==> src/rtl/fb_pkg.sv <==
`default_nettype none
// ============================================================================
//  Module      : fb_pkg
//  Description : Shared definitions for the framebuffer loader: command
//                opcodes, loader FSM state encoding and the RGB565 pixel type.
//  Revision    : 1.0 - initial release
// ============================================================================
package fb_pkg;

    // Command opcodes carried in word_data[15:12] of a command word.
    localparam logic [3:0] c_OP_SET_ADDR = 4'h1;
    localparam logic [3:0] c_OP_WRITE    = 4'h2;
    localparam logic [3:0] c_OP_FILL     = 4'h3;
    localparam logic [3:0] c_OP_SWAP     = 4'h4;

    typedef enum logic [1:0] {
        ST_CMD         = 2'd0,
        ST_WRITE       = 2'd1,
        ST_FILL_COLOUR = 2'd2,
        ST_FILL_RUN    = 2'd3
    } state_t;

    // RGB565 pixel: R[15:11] G[10:5] B[4:0]
    typedef logic [15:0] pixel_t;

    function automatic logic [3:0] get_opcode(input pixel_t word);
        return word[15:12];
    endfunction

endpackage
`default_nettype wire

==> src/rtl/fb_loader_if.sv <==
`default_nettype none
// ============================================================================
//  Module      : fb_loader_if
//  Description : Bundles the SPI word input, the frame_sync input and the
//                framebuffer write/bank/status outputs of the loader.
//                master : the loader (consumes words, drives the write port)
//                slave  : the environment (SPI front end, scanout, RAM)
//  Revision    : 1.0 - initial release
// ============================================================================
interface fb_loader_if import fb_pkg::*; #(
    parameter int ADDR_WIDTH = 11
) ();

    pixel_t                  word_data;
    logic                    word_strobe;
    logic                    frame_sync;
    logic                    wr_en;
    logic [ADDR_WIDTH-1:0]   wr_addr;
    pixel_t                  wr_data;
    logic                    wr_bank;
    logic                    disp_bank;
    logic                    swap_pending;
    logic                    busy;
    logic                    overrun;

    modport master (
        input  word_data, word_strobe, frame_sync,
        output wr_en, wr_addr, wr_data, wr_bank, disp_bank,
               swap_pending, busy, overrun
    );

    modport slave (
        output word_data, word_strobe, frame_sync,
        input  wr_en, wr_addr, wr_data, wr_bank, disp_bank,
               swap_pending, busy, overrun
    );

endinterface
`default_nettype wire

==> src/rtl/fb_swap_ctrl.sv <==
`default_nettype none
// ============================================================================
//  Module      : fb_swap_ctrl
//  Description : Double-buffer bank control. A swap request is latched as
//                pending and taken on the next frame_sync, so the scanout
//                never changes bank mid-frame.
//  Ports       : clk, reset_n    - clock, async active-low reset
//                swap_req        - one-cycle SWAP command decode
//                frame_sync      - end-of-frame pulse from scanout
//                disp_bank       - bank the scanout reads
//                swap_pending    - swap requested, not yet taken
//  Revision    : 1.0 - initial release
// ============================================================================
module fb_swap_ctrl (
    input  wire  clk,
    input  wire  reset_n,
    input  wire  swap_req,
    input  wire  frame_sync,
    output logic disp_bank,
    output logic swap_pending
);

    logic r_disp_bank;
    logic r_swap_pending;

    // Only a swap that was already pending before this edge can be taken;
    // a request coinciding with frame_sync just arms the next frame.
    // A request while pending is already set changes nothing.
    always_ff @(posedge clk or negedge reset_n) begin
        if (!reset_n) begin
            r_disp_bank    <= 1'b0;
            r_swap_pending <= 1'b0;
        end else if (frame_sync && r_swap_pending) begin
            r_disp_bank    <= ~r_disp_bank;
            r_swap_pending <= 1'b0;
        end else if (swap_req) begin
            r_swap_pending <= 1'b1;
        end
    end

    assign disp_bank    = r_disp_bank;
    assign swap_pending = r_swap_pending;

endmodule
`default_nettype wire

==> src/rtl/fb_loader.sv <==
`default_nettype none
// ============================================================================
//  Module      : fb_loader
//  Description : Decodes 16-bit SPI command/pixel words into framebuffer
//                writes (SET_ADDR, WRITE burst, FILL run) and requests
//                double-buffer swaps synchronised to frame_sync.
//  Ports       : clk      - system clock
//                reset_n  - async active-low reset
//                bus      - fb_loader_if.master (word input, frame_sync,
//                           registered write port, bank and status flags)
//  Revision    : 1.0 - initial release
// ============================================================================
module fb_loader import fb_pkg::*; #(
    parameter int ADDR_WIDTH = 11
) (
    input  wire          clk,
    input  wire          reset_n,
    fb_loader_if.master  bus
);

    localparam logic [ADDR_WIDTH-1:0] c_ONE = ADDR_WIDTH'(1);
    localparam logic [ADDR_WIDTH-1:0] c_ZERO = '0;

    state_t                r_state,   w_state_nxt;
    logic [ADDR_WIDTH-1:0] r_addr,    w_addr_nxt;
    logic [ADDR_WIDTH-1:0] r_count,   w_count_nxt;
    pixel_t                r_colour,  w_colour_nxt;
    logic                  r_wr_en,   w_wr_en_nxt;
    logic [ADDR_WIDTH-1:0] r_wr_addr, w_wr_addr_nxt;
    pixel_t                r_wr_data, w_wr_data_nxt;
    logic                  r_overrun, w_overrun_nxt;
    logic                  w_swap_req;
    logic                  w_disp_bank;
    logic                  w_swap_pending;

    logic [3:0]            w_opcode;
    logic [ADDR_WIDTH-1:0] w_arg;
    logic                  w_last;

    assign w_opcode = get_opcode(bus.word_data);
    assign w_arg    = bus.word_data[ADDR_WIDTH-1:0];
    // Count is always >= 1 in WRITE/FILL_RUN, so "1" means this is the final write.
    assign w_last   = (r_count == c_ONE);

    // ------------------------------------------------------------------
    // State and datapath registers
    // ------------------------------------------------------------------
    always_ff @(posedge clk or negedge reset_n) begin
        if (!reset_n) begin
            r_state   <= ST_CMD;
            r_addr    <= '0;
            r_count   <= '0;
            r_colour  <= '0;
            r_wr_en   <= 1'b0;
            r_wr_addr <= '0;
            r_wr_data <= '0;
            r_overrun <= 1'b0;
        end else begin
            r_state   <= w_state_nxt;
            r_addr    <= w_addr_nxt;
            r_count   <= w_count_nxt;
            r_colour  <= w_colour_nxt;
            r_wr_en   <= w_wr_en_nxt;
            r_wr_addr <= w_wr_addr_nxt;
            r_wr_data <= w_wr_data_nxt;
            r_overrun <= w_overrun_nxt;
        end
    end

    // ------------------------------------------------------------------
    // Next-state / datapath decode. wr_addr/wr_data default to their held
    // value so the write port is stable whenever wr_en is low.
    // ------------------------------------------------------------------
    always_comb begin
        w_state_nxt   = r_state;
        w_addr_nxt    = r_addr;
        w_count_nxt   = r_count;
        w_colour_nxt  = r_colour;
        w_wr_en_nxt   = 1'b0;
        w_wr_addr_nxt = r_wr_addr;
        w_wr_data_nxt = r_wr_data;
        w_overrun_nxt = 1'b0;
        w_swap_req    = 1'b0;

        unique case (r_state)
            ST_CMD: begin
                if (bus.word_strobe) begin
                    case (w_opcode)
                        c_OP_SET_ADDR: w_addr_nxt = w_arg;
                        c_OP_WRITE: begin
                            if (w_arg != c_ZERO) begin
                                w_count_nxt = w_arg;
                                w_state_nxt = ST_WRITE;
                            end
                        end
                        c_OP_FILL: begin
                            if (w_arg != c_ZERO) begin
                                w_count_nxt = w_arg;
                                w_state_nxt = ST_FILL_COLOUR;
                            end
                        end
                        c_OP_SWAP: w_swap_req = 1'b1;
                        default: ;  // reserved opcodes are ignored
                    endcase
                end
            end

            ST_WRITE: begin
                if (bus.word_strobe) begin
                    w_wr_en_nxt   = 1'b1;
                    w_wr_addr_nxt = r_addr;
                    w_wr_data_nxt = bus.word_data;
                    w_addr_nxt    = r_addr + c_ONE;
                    w_count_nxt   = r_count - c_ONE;
                    if (w_last) begin
                        w_state_nxt = ST_CMD;
                    end
                end
            end

            ST_FILL_COLOUR: begin
                if (bus.word_strobe) begin
                    w_colour_nxt = bus.word_data;
                    w_state_nxt  = ST_FILL_RUN;
                end
            end

            ST_FILL_RUN: begin
                w_wr_en_nxt   = 1'b1;
                w_wr_addr_nxt = r_addr;
                w_wr_data_nxt = r_colour;
                w_addr_nxt    = r_addr + c_ONE;
                w_count_nxt   = r_count - c_ONE;
                // The run owns the write port every cycle, so an incoming
                // word has nowhere to go and is dropped.
                w_overrun_nxt = bus.word_strobe;
                if (w_last) begin
                    w_state_nxt = ST_CMD;
                end
            end

            default: w_state_nxt = ST_CMD;
        endcase
    end

    // ------------------------------------------------------------------
    // Bank control
    // ------------------------------------------------------------------
    fb_swap_ctrl u_swap_ctrl (
        .clk          (clk),
        .reset_n      (reset_n),
        .swap_req     (w_swap_req),
        .frame_sync   (bus.frame_sync),
        .disp_bank    (w_disp_bank),
        .swap_pending (w_swap_pending)
    );

    assign bus.wr_en        = r_wr_en;
    assign bus.wr_addr      = r_wr_addr;
    assign bus.wr_data      = r_wr_data;
    // The back bank is always the one not on display, so a write lands in
    // whichever bank is hidden at the moment it is issued.
    assign bus.wr_bank      = ~w_disp_bank;
    assign bus.disp_bank    = w_disp_bank;
    assign bus.swap_pending = w_swap_pending;
    assign bus.busy         = (r_state != ST_CMD);
    assign bus.overrun      = r_overrun;

endmodule
`default_nettype wire

==> src/flat_wrapper.sv <==
// flat-port wrapper written by rule: the top's interface ports become plain ports
module fb_loader_flat import fb_pkg::*;
#(
    parameter int ADDR_WIDTH = 11
)
  (clk, reset_n, bus_word_data, bus_word_strobe, bus_frame_sync, bus_wr_en, bus_wr_addr, bus_wr_data, bus_wr_bank, bus_disp_bank, bus_swap_pending, bus_busy, bus_overrun);
  fb_loader_if #(.ADDR_WIDTH(ADDR_WIDTH)) bus_i ();
  input  wire clk;
  input  wire reset_n;
  input wire logic [$bits(bus_i.word_data)-1:0] bus_word_data;
  input wire logic [$bits(bus_i.word_strobe)-1:0] bus_word_strobe;
  input wire logic [$bits(bus_i.frame_sync)-1:0] bus_frame_sync;
  output wire logic [$bits(bus_i.wr_en)-1:0] bus_wr_en;
  output wire logic [$bits(bus_i.wr_addr)-1:0] bus_wr_addr;
  output wire logic [$bits(bus_i.wr_data)-1:0] bus_wr_data;
  output wire logic [$bits(bus_i.wr_bank)-1:0] bus_wr_bank;
  output wire logic [$bits(bus_i.disp_bank)-1:0] bus_disp_bank;
  output wire logic [$bits(bus_i.swap_pending)-1:0] bus_swap_pending;
  output wire logic [$bits(bus_i.busy)-1:0] bus_busy;
  output wire logic [$bits(bus_i.overrun)-1:0] bus_overrun;
  assign bus_i.word_data = bus_word_data;
  assign bus_i.word_strobe = bus_word_strobe;
  assign bus_i.frame_sync = bus_frame_sync;
  assign bus_wr_en = bus_i.wr_en;
  assign bus_wr_addr = bus_i.wr_addr;
  assign bus_wr_data = bus_i.wr_data;
  assign bus_wr_bank = bus_i.wr_bank;
  assign bus_disp_bank = bus_i.disp_bank;
  assign bus_swap_pending = bus_i.swap_pending;
  assign bus_busy = bus_i.busy;
  assign bus_overrun = bus_i.overrun;
  fb_loader #(.ADDR_WIDTH(ADDR_WIDTH)) u_core (.clk(clk), .reset_n(reset_n), .bus(bus_i));
endmodule
==> config.mk <==
export PLATFORM = sky130hd
export DESIGN_NAME = fb_loader_flat
export DESIGN_NICKNAME = d
export VERILOG_FILES = /design/src/rtl/fb_pkg.sv /design/src/rtl/fb_loader_if.sv /design/src/rtl/fb_swap_ctrl.sv /design/src/rtl/fb_loader.sv /design/src/flat_wrapper.sv
export SDC_FILE = /design/constraint.sdc
export NUM_CORES = 1
export LEC_CHECK = 0
export ABC_CLOCK_PERIOD_IN_PS = 5400
export CAP_MARGIN = 20
export CORE_MARGIN = 2
export CORE_UTILIZATION = 40
export CTS_CLUSTER_DIAMETER = 40
export DETAILED_ROUTE_END_ITERATION = 10
export GPL_TIMING_DRIVEN = 1
export PLACE_DENSITY = 0.64
export SLEW_MARGIN = 20
export SYNTH_ARGS = -nofsm -noshare
export SYNTH_HDL_FRONTEND = slang
export SYNTH_SLANG_ARGS = --single-unit
==> constraint.sdc <==
create_clock -name clk -period 5.4 [get_ports clk]
set_input_delay 1.08 -clock clk [delete_from_list [all_inputs] [get_ports clk]]
set_output_delay 1.08 -clock clk [all_outputs]
set_load 0.05 [all_outputs]
# Word-level counts from Yosys, hierarchy flattened
# Index checks and enable logic that the tools add are counted.
dict set report totals {
  reg_bits 71
  inputBits 20
  output_inout_bits 33
}
dict set report op_classes {
  n_addsub 2
  eq_ne 17
  mux 29
  bitwise_logic 1
  n_reduce_logical 13
}
# operator n
set ops {}
lappend ops {{two-way mux 11 bit} 8}
lappend ops {{case mux 11 bit (3 select lines)} 2}
lappend ops {{case mux 16 bit (2 select lines)} 1}
lappend ops {{case mux 11 bit (2 select lines)} 1}
lappend ops {{two-way mux 16 bit} 1}
lappend ops {{two-way mux 2 bit} 6}
lappend ops {{adder 11 x 1 -> 11 bit (second input constant)} 1}
lappend ops {{equality test 11 x 1 -> 1 bit (second input constant)} 1}
lappend ops {{nonzero test 11 bit} 1}
lappend ops {{subtractor 11 x 1 -> 11 bit (second input constant)} 1}
lappend ops {{!= test 2 bit (second input constant)} 5}
lappend ops {{equality test 4 x 2 -> 1 bit (second input constant)} 2}
lappend ops {{case mux 2 bit (4 select lines)} 1}
lappend ops {{two-way mux 1 bit} 7}
lappend ops {{!= test 3 x 2 -> 1 bit (second input constant)} 2}
lappend ops {{AND reduction 6 bit} 1}
lappend ops {{nonzero test 2 bit} 3}
lappend ops {{AND reduction 5 bit} 1}
lappend ops {{equality test 2 bit (second input constant)} 2}
lappend ops {{equality test 4 x 1 -> 1 bit (second input constant)} 1}
lappend ops {{equality test 4 x 3 -> 1 bit (second input constant)} 1}
lappend ops {{case mux 2 bit (2 select lines)} 1}
lappend ops {{AND reduction 2 bit} 2}
lappend ops {{AND reduction 4 bit} 1}
lappend ops {{other kinds (9)} 9}

# Longest topological paths before layout
dict set report depth {
  word_depth 6
  mapped_depth 9
  mapped_depth_nobuf 7
}

# Hierarchy
# A second synthesis with hierarchy kept.
dict set report unflattened {
  hier_cells 323
  hier_area_um2 3603.5
}
# mod instances cells_each area_per_inst_um2
set modules_own_cells {}
lappend modules_own_cells {fb_loader 1 318 3523.4}
lappend modules_own_cells {fb_swap_ctrl 1 5 80.1}

# Least setup slack after synthesis
# OpenSTA, ideal clock, no wires.
dict set report synth_timing {
  path_kind {in2reg}
  from {input bus_word_strobe}
  to {register u_core.r_count[2]}
  setup_time_ns 0.124
  arrival_time_ns 2.414
  slack_ns 2.862
  stages 6
  path_buffers 3
  path_cell_list {clkbuf_1 > mux2i_1 > or3_1 > clkbuf_1 > clkbuf_1 > a211o_2}
}
dict set report synth_via {
  elab_chain_len 2
  word_cells_on_any_way 3
  classes_between {2 x eq/ne; 1 x reduce/logical}
}
# element line
set synth_rtl {}
lappend synth_rtl {{start: declaration} flat_wrapper.sv:11} ;# input wire logic [$bits(bus_i.word_strobe)-1:0] bus_word_strobe;
lappend synth_rtl {{!= test 2 bit (no line)} -}
lappend synth_rtl {{AND reduction 5 bit (no line) *} -}
lappend synth_rtl {{end signal: assignment} fb_loader.sv:61} ;# r_count <= w_count_nxt;
lappend synth_rtl {{end: declaration} fb_loader.sv:26} ;# logic [ADDR_WIDTH-1:0] r_count, w_count_nxt;
# Mark *: on every way between the ends. The rest lies on a longest branch, timed or not.
# A chain may end at the register's enable or synchronous reset.

# Worst setup path in the final report
dict set report layout_timing {
  from {input bus_word_strobe}
  to {register u_core.r_count[10]}
}
# The elaborated chain is that of the path after synthesis.

==> results.md <==
Status:
- The run finished with clean final reports.

Timing:
- Setup violations remaining at the end of the flow were counted as 0.
- The final number of max-transition violations is 0.
- The clock arrives with 0.00876 ns of skew.
- The count of final hold-check violations is 0.
- In the final timing run, aggregate negative setup slack is 0 ns.
- The headroom to the max-slew limit is 0.290.
- Setup repair after global routing left no endpoint under its margin.
- The final setup slack of the worst path is ~2.1 ns.
- The peak clock frequency supported by timing is 307 MHz.
- The smallest clock period supported by the final layout is computed as 3.26 ns.
- The slew at the pin with the worst max-slew slack is roughly 1.1 ns.
- The final period utilization is 0.603.

Place:
- In this run the tool buffered the top-level ports with 52 buffer cells.
- The cell count after placement is 500.
- Prior to clock tree synthesis, the placed netlist has a worst setup slack of approximately 1.8 ns.
- The HPWL after detailed placement is ~5700 um.
- The final weighted congestion of routability-driven global placement is 0.835.

Finish:
- The count of inserted antenna diode cells is 0.
- The filler cell count in the final layout is 802.
- The number of nets in the final layout is 426.
- Relative to the synthesized area, the layout overhead comes to 22.7%.
- The post-layout utilization of the core is 0.500.
- Excluding fillers, the count of instances in the completed layout stands at between 500 and 600.
- The top cell types in the final layout, fill and taps aside, are dfrtp_1, nand2_1, clkdlybuf4s50_1.
- The ratio of cells with drive above 1 in the final layout is 0.125.
- The library cell used most frequently in the layout, excluding fill and tap cells, is dfrtp_1.

Power:
- The largest voltage drop on the vdd net is 200 uV.
- The leakage power summed over all cells is 1.87 nW.
- In this run the power density over the cells is 597 nW/um^2.

Detailed routing:
- The total routed wirelength is 8510 um.
- The remaining number of nets flagged by the antenna check after routing is 0.
- Using the TritonRoute via totals, the vias-per-cell ratio works out to 5.63.
- The average wire per cell in the routed design is 16.5 um.
- In this run, the number of DRC markers left after iteration 0 of detailed routing was 178.
- For this run, design rule violations remaining after detail routing come to 0.
- The total iterations of the first detailed-routing run is 5.
- The number of vias after detailed routing is 2,906.

Logic synthesis:
- Of the total synthesized cell area, the portion taken by full adders, half adders and majority gates is 0.0107.
- The combined area of all synthesized cells is 3520 um^2.
- A synthesized cell averages a little under 10 um^2.
- Of the total synthesized cell area, the portion taken by XOR and XNOR cells is 0.00249.
- The mux share of post-synthesis cell area is 0.0973.
- Synthesis instantiated 43 different standard cells from the library.
- The number of synthesized flops with an enable pin is 0.
- The synthesized netlist net count is 380.
- The number of warnings issued by yosys is 0.
- Of the total synthesized cell area, the portion taken by AND, OR, NAND and NOR gates is 0.201.
- The gate count of the mapped netlist is 357.
- For this run, the register share of the synthesized area comes to 0.504.
- The fraction of the mapped netlist area in compound gates is 0.146.
- Of all flip-flops after synthesis, the portion carrying an async set or reset was 1.00.
- In the synthesized netlist the dominant register cell turns out to be dfrtp_1.
- The dominant combinational cell family by area after synthesis is simple AND/OR/NAND/NOR gates.
- The synthesis-stage register bit count is 71.

Die:
- After floorplanning, the core was divided into 34 placement rows.
- The die footprint is 9580 um^2.
- The total area inside the core boundary comes to approximately 8600 um^2.
- The x dimension of the die is 97.9 um.
- The number of top-level pins is 53.
- From bottom edge to top edge, the die measures between 90 and 100 um.
- The initial utilization of the core area, before any placement, comes to 0.408.

Worst setup path:
- The required time reported for the critical path endpoint is 5.67 ns.
- The type of destination of the critical path is a flop.
- The start-to-end type of the worst setup path is input port to flop.
- STA classifies the critical path startpoint as an input port.
- The worst-path maximum fanout is 25.
- The critical path data arrival time is 3.53 ns.
- The critical path goes through clkdlybuf4s50_1, buf_4, mux2i_1, or3_1, or4b_1, nand3_1.
- The stage delay of the slowest cell on the critical path is 0.71 ns.
- The slowest stage of the critical path belongs to the cell or3_1.

Clock network:
- The post-cts gate resize count is 0.
- Post-CTS timing repair inserted 0 buffers for setup.
- The clock-pin slew reported for the worst setup and hold paths after clock tree synthesis is 0.08 ns.
- The number of H-tree levels is 3.
- The clock passes through at most 2 buffers.
- The cts-stage hold buffer count is 0.
- TritonCTS created 9 clock buffers.
- Clock latency on the worst-skew pair, taken at its later pin, is around 0.34 ns.
- TritonCTS built the clock tree.
- The root buffer cell chosen for the clock tree is clkbuf_8.
- The clock sink count is 71.

Job:
- The number of max-cap violations is 0.

GRT:
- The global-route usage over all layers is 0.185.
- Summed over all layers, the global routing overflow is 0.
- The number of global-route vias before repair is about 2,800.
- Entering global routing, the biggest net connects 55 pins.
- The initial antenna violation count is 0.
- The first global-routing pass estimated roughly 14,000 um of wire.

Worst hold path:
- The tightest min-delay check is of the flop to flop type.
==> layer usage <==
layer / vias to the layer above / wire (um) / share of wire / GRT usage
met1: 1417 / 3920 / 0.46 / 0.261
met2: 87 / 3990 / 0.47 / 0.280
met5: - / 0 / 0 / 0
li1: 1385 / - / - / -
met4: 0 / 213 / 0.025 / 0.0780
met3: 17 / 386 / 0.045 / 0.0365
==> Yosys cell counts, types with 6 or more instances <==
cell,number,share of area
nor4_1,6,0.011
o21ai_0,20,0.028
clkbuf_1,19,0.020
nor2_1,14,0.015
nand3_1,25,0.036
nor2b_1,8,0.014
a22o_1,14,0.035
a22oi_1,7,0.015
mux2_2,26,0.083
nor3_1,10,0.014
nand2_1,53,0.056
a21oi_1,12,0.017
dfrtp_1,71,0.50
inv_1,13,0.014
or3_1,6,0.011
==> stage by stage <==
stage,power (W),hold slack (ns),area (um^2)
after floorplan,0.00180,0.450,3520
after global placement,0.00214,0.463,4130
after detailed placement,0.00217,0.470,4130
after CTS,0.00260,0.487,4320
after global routing,0.00275,0.509,4320
final,0.00258,0.485,4320
==> state kept, by name, summed over array words and instances (netlist names) <==
name                             flops
u_core.bus.wr_data                  16
u_core.r_count                      11
u_core.bus.overrun                   1
u_core.r_addr                       11
u_core.u_swap_ctrl.swap_pending      1
u_core.r_state                       2
u_core.u_swap_ctrl.disp_bank         1
u_core.bus.wr_en                     1
u_core.bus.wr_addr                  11
u_core.r_colour                     16
==> path summary, 6_finish.rpt <==
path | start | end | slack, ns | cells past startpoint
worst max-delay path | bus_word_strobe | u_core.r_count[10] | 2.14 | 6
worst min-delay path | u_core.bus.wr_addr[2] | u_core.bus.wr_addr[2] | 0.48 | 2
worst max register to register | u_core.r_state[0] | u_core.r_count[10] | 2.73 | 5
worst min register to register | u_core.bus.wr_addr[2] | u_core.bus.wr_addr[2] | 0.48 | 2
max in group asynchronous | reset_n | u_core.r_count[9] | 3.60 | 2
min in group asynchronous | reset_n | u_core.bus.wr_addr[1] | 0.80 | 1
==> cells by family (layout without fill, tap and decap cells) <==
logic type,count (synthesis),count (layout)
AND/OR/NAND/NOR,141,141
XOR/XNOR,1,1
multiplexers,31,31
adder cells (fa/ha/maj),3,3
AO/OA/AOI/OAI,75,75
buffers and inverters,35,86
flip-flops,71,71
==> where the power goes <==
group	switching (W)	internal [W]	total [W]
logic	0.000710	0.000491	0.00120
clock network	0.000196	0.000226	0.000422
registers	0.000184	0.000774	0.000958
==> final cells by class <==
type,instances,area (um^2),area share
Sequential cell,71,1780,0.411
Multi-Input combinational cell,251,1620,0.374
Timing Repair Buffer,57,553,0.128
Clock buffer,13,149,0.0345
Tap cell,108,135,0.0313
Inverter,13,48.8,0.0113
Clock inverter,3,42.5,0.00984
==> worst max-delay path, delay by kind of cell <==
family	cells	cell delay, ns
and+or+nand+nor	3	1.38
muxes	1	0.32
buffers and inverters	2	0.73
Power figures use the tool's default switching activity.
